<file path="config.mk">
export PLATFORM = sky130hd
export DESIGN_NAME = ps2_host_tx
export DESIGN_NICKNAME = d
export VERILOG_FILES = /design/src/rtl/ps2_host_tx.sv
export SDC_FILE = /design/constraint.sdc
export NUM_CORES = 1
export LEC_CHECK = 0
export CAP_MARGIN = 20
export CORE_ASPECT_RATIO = 0.5
export CORE_MARGIN = 2
export CORE_UTILIZATION = 51
export CTS_BUF_LIST = sky130_fd_sc_hd__clkbuf_16
export DETAILED_ROUTE_END_ITERATION = 10
export HOLD_SLACK_MARGIN = 0.02
export PLACE_DENSITY_LB_ADDON = 0.3
export RECOVER_POWER = 50
export SYNTH_ARGS = -nofsm -noshare
export SYNTH_HDL_FRONTEND = slang
export SYNTH_SLANG_ARGS = --single-unit
</file>
<file path="constraint.sdc">
create_clock -name clk -period 2 [get_ports clk]
set_clock_uncertainty 0.1 [all_clocks]
set_input_delay 0.2 -clock clk [delete_from_list [all_inputs] [get_ports clk]]
set_output_delay 0.2 -clock clk [all_outputs]
set_load 0.005 [all_outputs]
</file>
<file path="src/rtl/ps2_host_tx.sv">
// ps2_host_tx: PS/2 host-to-device transmitter.
// Sends one command byte (e.g. 0xED, 0xF4, 0xFF) to the keyboard over the shared
// open-drain ps2_clk/ps2_data lines. Each *_oe output drives an external tri-state
// (1 = pull the line low, 0 = release it). busy gates the companion receiver.
// Optional build macro: PS2_TX_TIMEOUT_EN adds a watchdog on the device clock.
// Without that macro, timeout is tied low and the FSM waits indefinitely.

module ps2_host_tx #(
    parameter int unsigned INHIBIT_CYCLES = 10000,
    parameter int unsigned TIMEOUT_CYCLES = 2000000
) (
    input  logic       clk,
    input  logic       rst,
    input  logic [7:0] tx_data,
    input  logic       tx_valid,
    output logic       tx_ready,
    input  logic       ps2_clk_i,
    input  logic       ps2_data_i,
    output logic       ps2_clk_oe,
    output logic       ps2_data_oe,
    output logic       busy,
    output logic       done,
    output logic       ack_err,
    output logic       timeout
);

    localparam int unsigned INH_W = $clog2(INHIBIT_CYCLES + 1);

    if (INHIBIT_CYCLES == 0 || TIMEOUT_CYCLES == 0) begin : g_bad_params
        $error("ps2_host_tx: INHIBIT_CYCLES and TIMEOUT_CYCLES must be non-zero");
    end

    typedef enum logic [2:0] {
        IDLE,
        INHIBIT,
        RTS,
        SHIFT,
        STOP,
        ACK,
        WAIT_IDLE
    } state_t;

    state_t           state;
    logic             clk_s1;
    logic             sync_clk;
    logic             sync_clk_d;
    logic             data_s1;
    logic             sync_data;
    logic             fall;
    logic [8:0]       sr;
    logic [3:0]       bitcnt;
    logic             ack_ok;
    logic [INH_W-1:0] inh_cnt;

`ifdef PS2_TX_TIMEOUT_EN
    localparam int unsigned WD_W = $clog2(TIMEOUT_CYCLES + 1);
    logic [WD_W-1:0] wd_cnt;
`endif

    assign fall = sync_clk_d & ~sync_clk;

    // Two-flop synchronisers for the raw pins plus a delayed copy of the clock for edge detect
    always_ff @(posedge clk) begin
        if (!rst) begin
            clk_s1     <= 1'b1;
            sync_clk   <= 1'b1;
            sync_clk_d <= 1'b1;
            data_s1    <= 1'b1;
            sync_data  <= 1'b1;
        end else begin
            clk_s1     <= ps2_clk_i;
            sync_clk   <= clk_s1;
            sync_clk_d <= sync_clk;
            data_s1    <= ps2_data_i;
            sync_data  <= data_s1;
        end
    end

    // Transmit FSM with registered line drivers and status pulses
    always_ff @(posedge clk) begin
        if (!rst) begin
            state       <= IDLE;
            ps2_clk_oe  <= 1'b0;
            ps2_data_oe <= 1'b0;
            tx_ready    <= 1'b1;
            busy        <= 1'b0;
            done        <= 1'b0;
            ack_err     <= 1'b0;
            timeout     <= 1'b0;
            sr          <= '0;
            bitcnt      <= '0;
            ack_ok      <= 1'b0;
            inh_cnt     <= '0;
`ifdef PS2_TX_TIMEOUT_EN
            wd_cnt      <= '0;
`endif
        end else begin
            done    <= 1'b0;
            ack_err <= 1'b0;
            timeout <= 1'b0;
            case (state)
                IDLE: begin
                    // tx_ready rises one cycle after the return, so an accept never lands on a done cycle
                    tx_ready <= 1'b1;
                    busy     <= 1'b0;
                    if (tx_valid && tx_ready) begin
                        sr         <= {~^tx_data, tx_data};
                        inh_cnt    <= '0;
                        ps2_clk_oe <= 1'b1;
                        tx_ready   <= 1'b0;
                        busy       <= 1'b1;
                        state      <= INHIBIT;
                    end
                end
                INHIBIT: begin
                    if (inh_cnt == INH_W'(INHIBIT_CYCLES - 1)) begin
                        ps2_clk_oe  <= 1'b0;
                        ps2_data_oe <= 1'b1;
                        bitcnt      <= '0;
                        state       <= RTS;
                    end else begin
                        inh_cnt <= inh_cnt + 1'b1;
                    end
                end
                RTS: begin
                    // First device fall presents data bit 0
                    if (fall) begin
                        ps2_data_oe <= ~sr[0];
                        sr          <= {1'b0, sr[8:1]};
                        bitcnt      <= bitcnt + 1'b1;
                        state       <= SHIFT;
                    end
                end
                SHIFT: begin
                    if (fall) begin
                        ps2_data_oe <= ~sr[0];
                        sr          <= {1'b0, sr[8:1]};
                        bitcnt      <= bitcnt + 1'b1;
                        if (bitcnt == 4'd8) begin
                            state <= STOP;
                        end
                    end
                end
                STOP: begin
                    if (fall) begin
                        ps2_data_oe <= 1'b0;
                        state       <= ACK;
                    end
                end
                ACK: begin
                    if (fall) begin
                        ack_ok <= ~sync_data;
                        state  <= WAIT_IDLE;
                    end
                end
                WAIT_IDLE: begin
                    ps2_clk_oe  <= 1'b0;
                    ps2_data_oe <= 1'b0;
                    if (sync_clk && sync_data) begin
                        done    <= ack_ok;
                        ack_err <= ~ack_ok;
                        busy    <= 1'b0;
                        state   <= IDLE;
                    end
                end
                default: begin
                    state <= IDLE;
                end
            endcase
`ifdef PS2_TX_TIMEOUT_EN
            // Watchdog overrides the case above; held clear through INHIBIT so RTS starts from zero
            if (state == IDLE || state == INHIBIT) begin
                wd_cnt <= '0;
            end else if (fall) begin
                wd_cnt <= '0;
            end else if (wd_cnt == WD_W'(TIMEOUT_CYCLES - 1)) begin
                wd_cnt      <= '0;
                ps2_clk_oe  <= 1'b0;
                ps2_data_oe <= 1'b0;
                timeout     <= 1'b1;
                done        <= 1'b0;
                ack_err     <= 1'b0;
                busy        <= 1'b0;
                state       <= IDLE;
            end else begin
                wd_cnt <= wd_cnt + 1'b1;
            end
`endif
        end
    end

`ifndef PS2_TX_TIMEOUT_EN
    logic unused_timeout_reg;
    assign unused_timeout_reg = timeout;
`endif

endmodule

</file>
Yosys cells after proc, flatten, opt, wreduce, memory -nomap -nowiden
Index checks and enable logic that the tools add are counted.

Bits in registers: 42. Logic and storage cells: 90. Output and inout bits: 7. Input port bits: 13.

Reductions and logical operators: 20. Equality and inequality tests: 18. Bitwise logic cells: 5. $add $sub $neg: 2. Multiplexer cells: 29.

Operators with widths (count): $mux 14 (2); $pmux 14 s2 (1); $mux 3 (8); $pmux 3 s7 (1); $mux 9 (2); $ne 2x2->1 const B (9); $pmux 9 s2 (1); $reduce_and 3->1 (5); $add 14x1->14 const B (1); $eq 14x14->1 const B (1); $eq 3x3->1 const B (3); $mux 1 (8); $mux 4 (2); $pmux 4 s2 (1); $reduce_and 8->1 (1); $reduce_bool 2->1 (4); $reduce_xnor 8->1 (1); $eq 3x2->1 const B (2); $add 4x1->4 const B (1); $eq 4x4->1 const B (1); $not 1->1 (4); $pmux 1 s4 (1); $reduce_and 2->1 (2); $reduce_and 4->1 (1); other kinds (10) (11).

Longest topological paths before layout
Gate-level depths: netlist of the first run.

Word-level depth: 4. Depth in mapped cells: 7. Mapped depth without buffers: 7.

Least setup slack after synthesis of the first run
No wires, ideal clock.

Path type: flip-flop to flip-flop. Start point: register inh_cnt[4]. End point: register bitcnt[1]. Cell stages (with the launch flop): 6. Arrival time: 1950 ps. Required time: 1785 ps. Slack: -165 ps. Path buffers: 0. Library setup time: 115 ps. Clock period less this slack: 2165 ps. Path through: dfxtp_1 -> or4_4 -> o41a_1 -> or3_4 -> mux2i_1 -> and2_1.

Cells in the longest elaborated chain, start to end: 3.

Ends and longest elaborated chain: start, declared (line 53) `logic [INH_W-1:0] inh_cnt;`; start signal, assigned (line 122) `inh_cnt <= inh_cnt + 1'b1;`; $eq 14x14->1 (line 116) `if (inh_cnt == INH_W'(INHIBIT_CYCLES - 1)) begin`; $ne 2x2->1 (no source line); $reduce_and 3->1 (no source line); end signal, assigned (line 130) `bitcnt <= bitcnt + 1'b1;`; end signal, assigned (line 138) `bitcnt <= bitcnt + 1'b1;`; end, declared (line 51) `logic [3:0] bitcnt;`.

No other way between the ends. A chain may end at the register's enable or synchronous reset.

Worst setup path after layout of the first run
Start point: register inh_cnt[12]. End point: register bitcnt[1].

Same word-level chain as after synthesis.

==> results.ini, run 1 <==
[logic_synthesis]
avgSynthCellArea_um2 = 8.06
ys_top_cells_by_area = dfxtp_1 (40%), nor2_1 (5.7%), nand2_1 (5.6%)
synth_top_area_frac = 0.401
muxShareOfSynthArea = 0.0191
synth_xor_area_frac = 0.0335
syn-num-nets = 276
synth-main-ff-cell = dfxtp_1
synth-seq-cells = 42
synth-compound-area-share = 0.211
synth-edff-count = 0
synth_top_family_by_area = simple AND/OR/NAND/NOR gates
synthCells = 260
synthAdderAreaFrac = 0.0179
synth.distinct_cells = 51
synth_top_area_cell = dfxtp_1
yosysSeqAreaShare = 0.401
yosys.area_share.simple = 0.277
async_reset_ff_frac = 0
synth_area_um2 = 2090
yosysWarnings = 0

[final_layout]
area_growth_pct = 32.1
diodes = 0
finalInstanceArea_um2 = 2770
drive_gt1_frac = 0.181
fin_nets = 314

[worst_setup_path]
rrSetupSlack_ns = -0.06
r2r-start = inh_cnt[12]
rr_endpoint = bitcnt[1]
arrival_ns = 2.13
cp_max_fo = 4
endpoint_kind = flip-flop
start_kind = flip-flop
worstPathRequired_ns = 2.08
reg2regPathDepth = 5
crit_type = flip-flop to flip-flop

[power]
power_density_nw_per_um2 = 1250
finalPower_mw = 3.47
leakagePower_nw = 1.06
p_int_mw = 2.32
combPwrFrac = 0.380
clockPowerShare = 0.302
pwr-share-seq = 0.318
switching_share = 0.333
ir_drop_mv = 0.544
switchingPower_mw = 1.15

[cts]
cts_max_level = 2
ctsRootBufferMaster = clkbuf_16
clk_pin_slew_ns = 0.06
clock_latency_ns = 0.28
cts_buffer_depth = 2
cts_hold_buf = 0
tritoncts = yes
numCtsBuffers = 5
cts_sinks = 42

[global_route]
grt_max_degree = 23
grt_antenna_before_repair = 0
grt_use_total = 0.228
met3_usage = 0.0464
overflow = 0
grt_pass1_vias = 1805
grt_first_pass_wirelength_mm = 8.34
grtUsageMet1 = 0.305
grt.met2_usage = 0.385
top_usage_layer = met2

[sta]
post-route-min-period_ns = 2.06
final_max_slew_viol_count = 0
setup_slack_ns = -0.0574
fin_crit_sh = 1.03
rsz0062_at_grt = yes
hold_viol_final = 0
worstMarginPinSlew_ns = 0.752
fmax_ghz = 0.486
max_slew_margin = 0.499
setup_viol = 7
hold-worst-slack_ns = 0.313

[floorplan]
fp.dieArea_um2 = 4670
rows = 16
start_util = 0.534
fp.dieH_um = 49.3
dieWidth_um = 94.6
io_pins = 20
fp.coreArea_um2 = 3920

[outcome]
status = complete, but fails checks
violations = negative setup slack

[drt]
drt_first_iter_violations = 103
drc = 0
antenna_left = 0
routed_via_density = 5.82
dr_total_vias = 2055
wl_mm = 5.15
first_pass_iters = 4
wire_per_inst_um = 14.6

[placement]
place.port_buffers = 18
gp_congestion = 0.823
hpwl_mm = 3.49
placed_area_um2 = 2490

[hold_path]
holdPathStages = 1
min_to = sync_data
holdCritStartpoint = data_s1
hold_path.class = flip-flop to flip-flop

[job]
max_cap_violations = 0

-- worst max path at each step --
stage,slack [ns],cells after the start,startpoint,end
finish,-0.06,5,inh_cnt[12],bitcnt[1]
detailed placement,-0.04,5,inh_cnt[12],bitcnt[1]
CTS,-0.06,5,inh_cnt[12],bitcnt[1]
global placement,-0.03,6,inh_cnt[12],inh_cnt[12]
global route,-0.15,6,inh_cnt[12],inh_cnt[13]
floorplan,-0.02,5,inh_cnt[12],bitcnt[1]
-- worst max-delay path, stage by stage (launching register included) --
cell	delay, ns
dfxtp_2	0.32
or4_4	0.55
o41a_1	0.35
or3_4	0.37
mux2i_1	0.12
and2_1	0.15
-- layout make-up --
class	count	area (um2)
clock buffer	5	125
clock inverter	3	68.8
fill	310	1160
inverter	4	15.0
multi-input combinational	198	1230
sequential	42	842
tap	54	67.6
timing repair buffer	47	419
-- power groups by stage --
| stage | Combinational [mW] | Clock, mW | Sequential, mW |
|---|---|---|---|
| 6_report | 1.32 | 1.05 | 1.10 |
| 2_1_floorplan | 0.788 | 0 | 1.09 |
| 4_1_cts | 1.20 | 1.06 | 1.10 |
| 3_5_place_dp | 1.18 | 0 | 1.11 |
| 3_3_place_gp | 1.15 | 0 | 1.11 |
| 5_1_grt | 1.44 | 1.10 | 1.12 |
-- cell families after synthesis --
group / Yosys count
other cells: 1
flops: 42
mux: 4
buf+inv: 20
fa+ha+maj: 3
simple gates: 117
compound gates: 65
xor+xnor: 8
-- cells in the final DEF (no fill, tap or decap), types with 3 or more instances in the layout --
cell / n
nor3_1: 5
a21oi_1: 21
nor2b_1: 3
inv_1: 3
dlygate4sd3_1: 7
o221a_2: 3
or3_1: 4
ha_1: 3
clkbuf_16: 6
nand3_1: 10
mux2i_1: 4
nor4_1: 3
a311oi_1: 8
nor2_1: 31
a211oi_1: 3
o21ai_0: 10
buf_4: 26
nand2_1: 31
nand3b_1: 4
nand2b_1: 8
dfxtp_1: 41
xnor2_1: 7
clkdlybuf4s50_1: 11
-- what timing repair did --
| item | CTS | global route |
|---|---|---|
| resized for setup | 2 | 8 |
| setup buffers | 0 | 2 |
| pin swaps | 2 | 3 |
| endpoints found under the setup margin | 5 | 19 |
| gates cloned | 0 | 1 |
-- stage by stage --
step / std cells / setup slack [ns] / TNS (ns) / utilization
after floorplan: 260 / -0.0180 / -0.0180 / -
after global placement: 342 / -0.0304 / -0.0537 / 0.634
after detailed placement: 342 / -0.0439 / -0.129 / 0.634
after CTS: 350 / -0.0566 / -0.130 / 0.686
after global routing: 353 / -0.146 / -1.71 / 0.705
final: 353 / -0.0574 / -0.285 / 0.705
-- flip-flops by register name (all words and copies together) (netlist names) --
register / cells
ack_err: 1
ack_ok: 1
bitcnt: 4
busy: 1
clk_s1: 1
data_s1: 1
done: 1
inh_cnt: 14
ps2_clk_oe: 1
ps2_data_oe: 1
sr: 9
state: 3
sync_clk: 1
sync_clk_d: 1
sync_data: 1
tx_ready: 1
-- routing by layer --
metal	routed length [um]	vias up
met5	0	-
met4	58	0
li1	-	1007
met2	2450	69
met1	2340	971
met3	296	8
-- cells in the mapped netlist, types with 2 or more instances --
cell and count:
nand4_1 2, a21boi_0 2, o31ai_1 2, nor3_1 6, nor4_1 3, and2_1 2, a211oi_1 4, or3_1 4
a31oi_1 2, and3_1 3, dfxtp_1 42, nand3_1 11, o221a_2 3, nand3b_1 4, nand2_1 31, nor2_1 32
mux2i_1 4, inv_1 3, ha_1 3, a311oi_1 8, clkbuf_1 14, nand2b_1 8, o21ai_0 10, nor2b_1 3
xnor2_1 7, a41oi_1 2, a21oi_1 21
Power figures use the tool's default switching activity.
==> run 2, diff against run 1 <==
--- a/config.mk
+++ b/config.mk
@@ -12,8 +12,9 @@
 export CTS_BUF_LIST = sky130_fd_sc_hd__clkbuf_16
 export DETAILED_ROUTE_END_ITERATION = 10
 export HOLD_SLACK_MARGIN = 0.02
-export PLACE_DENSITY_LB_ADDON = 0.3
+export PLACE_DENSITY = 0.83
 export RECOVER_POWER = 50
+export SETUP_SLACK_MARGIN = 0.1
 export SYNTH_ARGS = -nofsm -noshare
 export SYNTH_HDL_FRONTEND = slang
 export SYNTH_SLANG_ARGS = --single-unit
==> results.ini, run 2 (synthesis gave the netlist of run 1 again) <==
[worst_setup_path]
arrival_ns = 2.15
crit_slowest_cell = or4_4
rr_endpoint = bitcnt[2]
worstPathRequired_ns = 2.06
rrSetupSlack_ns = -0.09
cp_top_family = simple AND/OR/NAND/NOR gates
r2r-start = inh_cnt[12]
path_buf_inv = 0
reg2regPathDepth = 5
endpoint_kind = flip-flop
crit_type = flip-flop to flip-flop
path_cells = or4_4 -> o41a_1 -> or3_4 -> o211ai_1 -> o21ai_1
critPathMaxStageDelay_ns = 0.55
start_kind = flip-flop
cp_max_fo = 4

[final_layout]
fin_nets = 312
layout_commonest_cell = dfxtp_1
area_growth_pct = 29.7
fillerInstances = 300
largest_reg_flops = 14
diodes = 0
top_register = inh_cnt
largestRegisters = inh_cnt (14), sr (9), bitcnt (4)
fin_cells = 350
final_cell_mix = dfxtp_1 (39), nand2_1 (31), nor2_1 (31)
drive_gt1_frac = 0.186

[cts]
cts_hold_buf = 0
numCtsBuffers = 5
cts_max_level = 2
clk_pin_slew_ns = 0.06
ctsRootBufferMaster = clkbuf_16
tritoncts = yes
clock_latency_ns = 0.28
cts_buffer_depth = 2
cts_sinks = 42

[global_route]
grt_pass1_vias = 1923
grt_first_pass_wirelength_mm = 8.94
overflow = 0
grt_antenna_before_repair = 0
grt_max_degree = 26
grt_use_total = 0.242

[job]
max_cap_violations = 0

[hold_path]
holdPathStages = 1
holdCritStartpoint = data_s1
hold_path.class = flip-flop to flip-flop
min_to = sync_data

[floorplan]
start_util = 0.534
fp.dieArea_um2 = 4670
rows = 16
io_pins = 20
fp.dieH_um = 49.3
dieWidth_um = 94.6
fp.coreArea_um2 = 3920

[drt]
dr_wl_met2_mm = 2.56
m1WireLength_mm = 2.41
wl_met3_um = 358
wl_mm = 5.45
drt_first_iter_violations = 117
drc = 0
wire_per_inst_um = 15.6
antenna_left = 0
routed_via_density = 5.94
dr_total_vias = 2079
highest_layer = met4
first_pass_iters = 4

[placement]
place.port_buffers = 18
pre_cts_ws_ns = -0.0680
dpl.cell_count = 341
hpwl_mm = 3.51
gp_congestion = 0.860

[sta]
hold_viol_final = 0
setup_viol = 8
post-route-min-period_ns = 2.09
final_max_slew_viol_count = 0
rsz0062_at_grt = yes
fmax_ghz = 0.479
setup_slack_ns = -0.0878
fin_crit_sh = 1.04

[outcome]
status = complete, but fails checks
violations = negative setup slack

[power]
ir_drop_mv = 0.596
power_density_nw_per_um2 = 1160
finalPower_mw = 3.16
leakagePower_nw = 1.03

run 2: cell count changes in the layout (fill, tap and decap cells not counted), sizes merged:
cell	previous run	this run
bufinv	2	0
clkinv	2	1
buf	27	25
inv	3	5
run 2: layer usage:
layer,global-route usage,vias up
li1,-,1005
met1,0.328,960
met2,0.384,98
met3,0.0495,16
met4,0.0821,0
met5,0,-
run 2: through the flow:
step / utilization / TNS, ns / cell area [um2] / hold WS, ns
after global placement: 0.634 / -0.0253 / 2490 / 0.287
final: 0.692 / -0.366 / 2720 / 0.307
after CTS: 0.683 / -0.173 / 2680 / 0.309
after global routing: 0.692 / -1.73 / 2720 / 0.341
after detailed placement: 0.634 / -0.209 / 2490 / 0.296
after floorplan: - / -0.0178 / 2120 / 0.201
run 2: repair_timing:
item | CTS | global route
pin swaps | 6 | 4
setup buffers | 2 | 0
setup endpoints to repair | 19 | 23
hold endpoints to repair | 0 | 0
gates cloned | 0 | 0
gates resized for setup | 9 | 8
run 2: worst max path at each step:
stage | cells past startpoint | start | end | slack [ns]
6_report | 5 | inh_cnt[12] | bitcnt[2] | -0.09
5_1_grt | 6 | inh_cnt[12] | inh_cnt[5] | -0.12
4_1_cts | 5 | inh_cnt[12] | bitcnt[2] | -0.07
3_5_place_dp | 6 | inh_cnt[12] | ps2_data_oe | -0.07
3_3_place_gp | 6 | inh_cnt[12] | ps2_data_oe | -0.02
2_1_floorplan | 5 | inh_cnt[12] | bitcnt[1] | -0.02
run 2: power by group:
group / switching (mW) / internal, mW
clock: 0.304 / 0.446
sequential: 0.100 / 1.00
combinational: 0.733 / 0.570
total: 1.14 / 2.02
run 2: final cells by class:
| cell class | count | area, um2 | share of cell area |
|---|---|---|---|
| Clock buffer | 5 | 125 | 0.0461 |
| Clock inverter | 2 | 7.51 | 0.00276 |
| Inverter | 4 | 15.0 | 0.00553 |
| Multi-Input combinational cell | 198 | 1270 | 0.468 |
| Sequential cell | 42 | 845 | 0.311 |
| Tap cell | 54 | 67.6 | 0.0249 |
| Timing Repair Buffer | 45 | 387 | 0.142 |
==> run 3, diff against run 2 <==
--- a/config.mk
+++ b/config.mk
@@ -6,10 +6,11 @@
 export NUM_CORES = 1
 export LEC_CHECK = 0
 export CAP_MARGIN = 20
-export CORE_ASPECT_RATIO = 0.5
+export CORE_ASPECT_RATIO = 1.75
 export CORE_MARGIN = 2
 export CORE_UTILIZATION = 51
 export CTS_BUF_LIST = sky130_fd_sc_hd__clkbuf_16
+export CTS_CLUSTER_SIZE = 10
 export DETAILED_ROUTE_END_ITERATION = 10
 export HOLD_SLACK_MARGIN = 0.02
 export PLACE_DENSITY = 0.83
==> results.ini, run 3 (synthesis gave the netlist of run 1 again) <==
[outcome]
status = complete, but fails checks
violations = negative setup slack

[final_layout]
ff_latch_area_um2 = 846
diodes = 0
largest_reg_flops = 14
layout_commonest_cell = dfxtp_1
final_cell_mix = dfxtp_1 (38), buf_4 (32), nor2_1 (31)
fin_nets = 320
area_growth_pct = 32.6
fillerInstances = 298
drive_gt1_frac = 0.207
top_register = inh_cnt
multi_input_area_um2 = 1220
finalInstanceArea_um2 = 2780
largestRegisters = inh_cnt (14), sr (9), bitcnt (4)
fin_cells = 353

[hold_path]
holdCritStartpoint = clk_s1
min_to = sync_clk
hold_path.class = flip-flop to flip-flop
holdPathStages = 1

[global_route]
grt_antenna_before_repair = 0
grt_pass1_vias = 2036
grt_first_pass_wirelength_mm = 8.65
grt_use_total = 0.250
grt_max_degree = 25
overflow = 0

[sta]
setup_slack_ns = -0.0916
fin_crit_sh = 1.05
fmax_ghz = 0.478
worstMarginPinSlew_ns = 0.801
post-route-min-period_ns = 2.09
hold_viol_final = 0
final_max_slew_viol_count = 0
rsz0062_at_grt = yes
setup_viol = 10
max_slew_margin = 0.466
fin_tns_setup_ns = -0.443

[worst_setup_path]
r2r-start = inh_cnt[12]
crit_type = flip-flop to flip-flop
rrSetupSlack_ns = -0.09
rr_endpoint = bitcnt[0]
arrival_ns = 2.15
reg2regPathDepth = 5
cp_max_fo = 4
start_kind = flip-flop
worstPathRequired_ns = 2.06
endpoint_kind = flip-flop

[power]
pwr-share-seq = 0.325
clockPowerShare = 0.268
leakagePower_nw = 1.07
switching_share = 0.338
finalPower_mw = 3.40
combPwrFrac = 0.408
ir_drop_mv = 0.935
p_int_mw = 2.25
power_density_nw_per_um2 = 1230
switchingPower_mw = 1.15

[floorplan]
start_util = 0.537
rows = 30
io_pins = 20
dieWidth_um = 52.4
fp.dieH_um = 88.8
fp.dieArea_um2 = 4660
fp.coreArea_um2 = 3900

[drt]
dr_wl_met2_mm = 2.91
antenna_left = 0
wire_per_inst_um = 14.8
drt_first_iter_violations = 72
dr_total_vias = 2133
highest_layer = met4
wl_met3_um = 186
m1WireLength_mm = 1.95
drc = 0
routed_via_density = 6.04
wl_mm = 5.23
first_pass_iters = 4

[placement]
placed_area_um2 = 2560
place.port_buffers = 18
dpl.cell_count = 342
hpwl_mm = 3.59
gp_congestion = 0.903

[cts]
numCtsBuffers = 5
cts_max_level = 2
ctsRootBufferMaster = clkbuf_16
cts_buffer_depth = 2
cts_hold_buf = 0
cts_sinks = 42
tritoncts = yes
clk_pin_slew_ns = 0.06
clock_latency_ns = 0.29

[job]
max_cap_violations = 0

==> run 3: changes by cell type in the layout (fill, tap and decap cells not counted), sizes merged <==
cell           delta
buf               +9
bufinv            +1
clkbuf            -1
clkdlybuf4s50     +1
clkinvlp          +1
dlygate4sd3       -1
inv               -1
==> run 3: layout make-up <==
cell class | count | area share
Clock inverter | 3 | 0.0149
Multi-Input combinational cell | 198 | 0.441
Sequential cell | 42 | 0.305
Timing Repair Buffer | 53 | 0.167
Tap cell | 48 | 0.0216
Clock buffer | 5 | 0.0451
Inverter | 4 | 0.00541
==> run 3: power groups by stage <==
stage / logic, mW / clock network [mW] / registers, mW
after floorplan: 0.819 / 0 / 1.09
after global routing: 1.54 / 0.946 / 1.12
after CTS: 1.33 / 0.919 / 1.10
final: 1.39 / 0.911 / 1.10
after detailed placement: 1.32 / 0 / 1.11
after global placement: 1.29 / 0 / 1.10
==> run 3: timing repair <==
action,CTS,global route
buffers inserted,0,3
resized for setup,6,4
setup endpoints to repair,22,23
gates cloned,0,0
pin swaps,0,1
==> run 3: per-layer routing <==
metal | GRT usage | vias up
li1 | - | 1025
met1 | 0.254 | 1033
met2 | 0.452 | 59
met3 | 0.0473 | 16
met4 | 0.154 | 0
met5 | 0 | -
==> run 3: worst max-delay path, cell delays in order (launching register included) <==
cell and delay (ns):
dfxtp_2 0.32, or4_4 0.56, o41a_1 0.36, or3_4 0.37, a21oi_1 0.19, nor2_1 0.07
==> run 3: worst max path at each step <==
stage / endpoint / slack (ns) / start / cells after the start
floorplan: bitcnt[1] / -0.02 / inh_cnt[12] / 5
global placement: inh_cnt[12] / -0.09 / inh_cnt[12] / 6
detailed placement: inh_cnt[10] / -0.10 / tx_valid / 6
CTS: bitcnt[1] / -0.09 / inh_cnt[12] / 5
global route: bitcnt[0] / -0.18 / inh_cnt[12] / 5
finish: bitcnt[0] / -0.09 / inh_cnt[12] / 5
==> run 3: through the flow <==
stage	hold slack (ns)	setup WS (ns)	util
finish	0.312	-0.0916	0.711
global route	0.323	-0.178	0.711
CTS	0.318	-0.0853	0.704
detailed placement	0.299	-0.103	0.655
global placement	0.290	-0.0898	0.655
floorplan	0.201	-0.0178	-
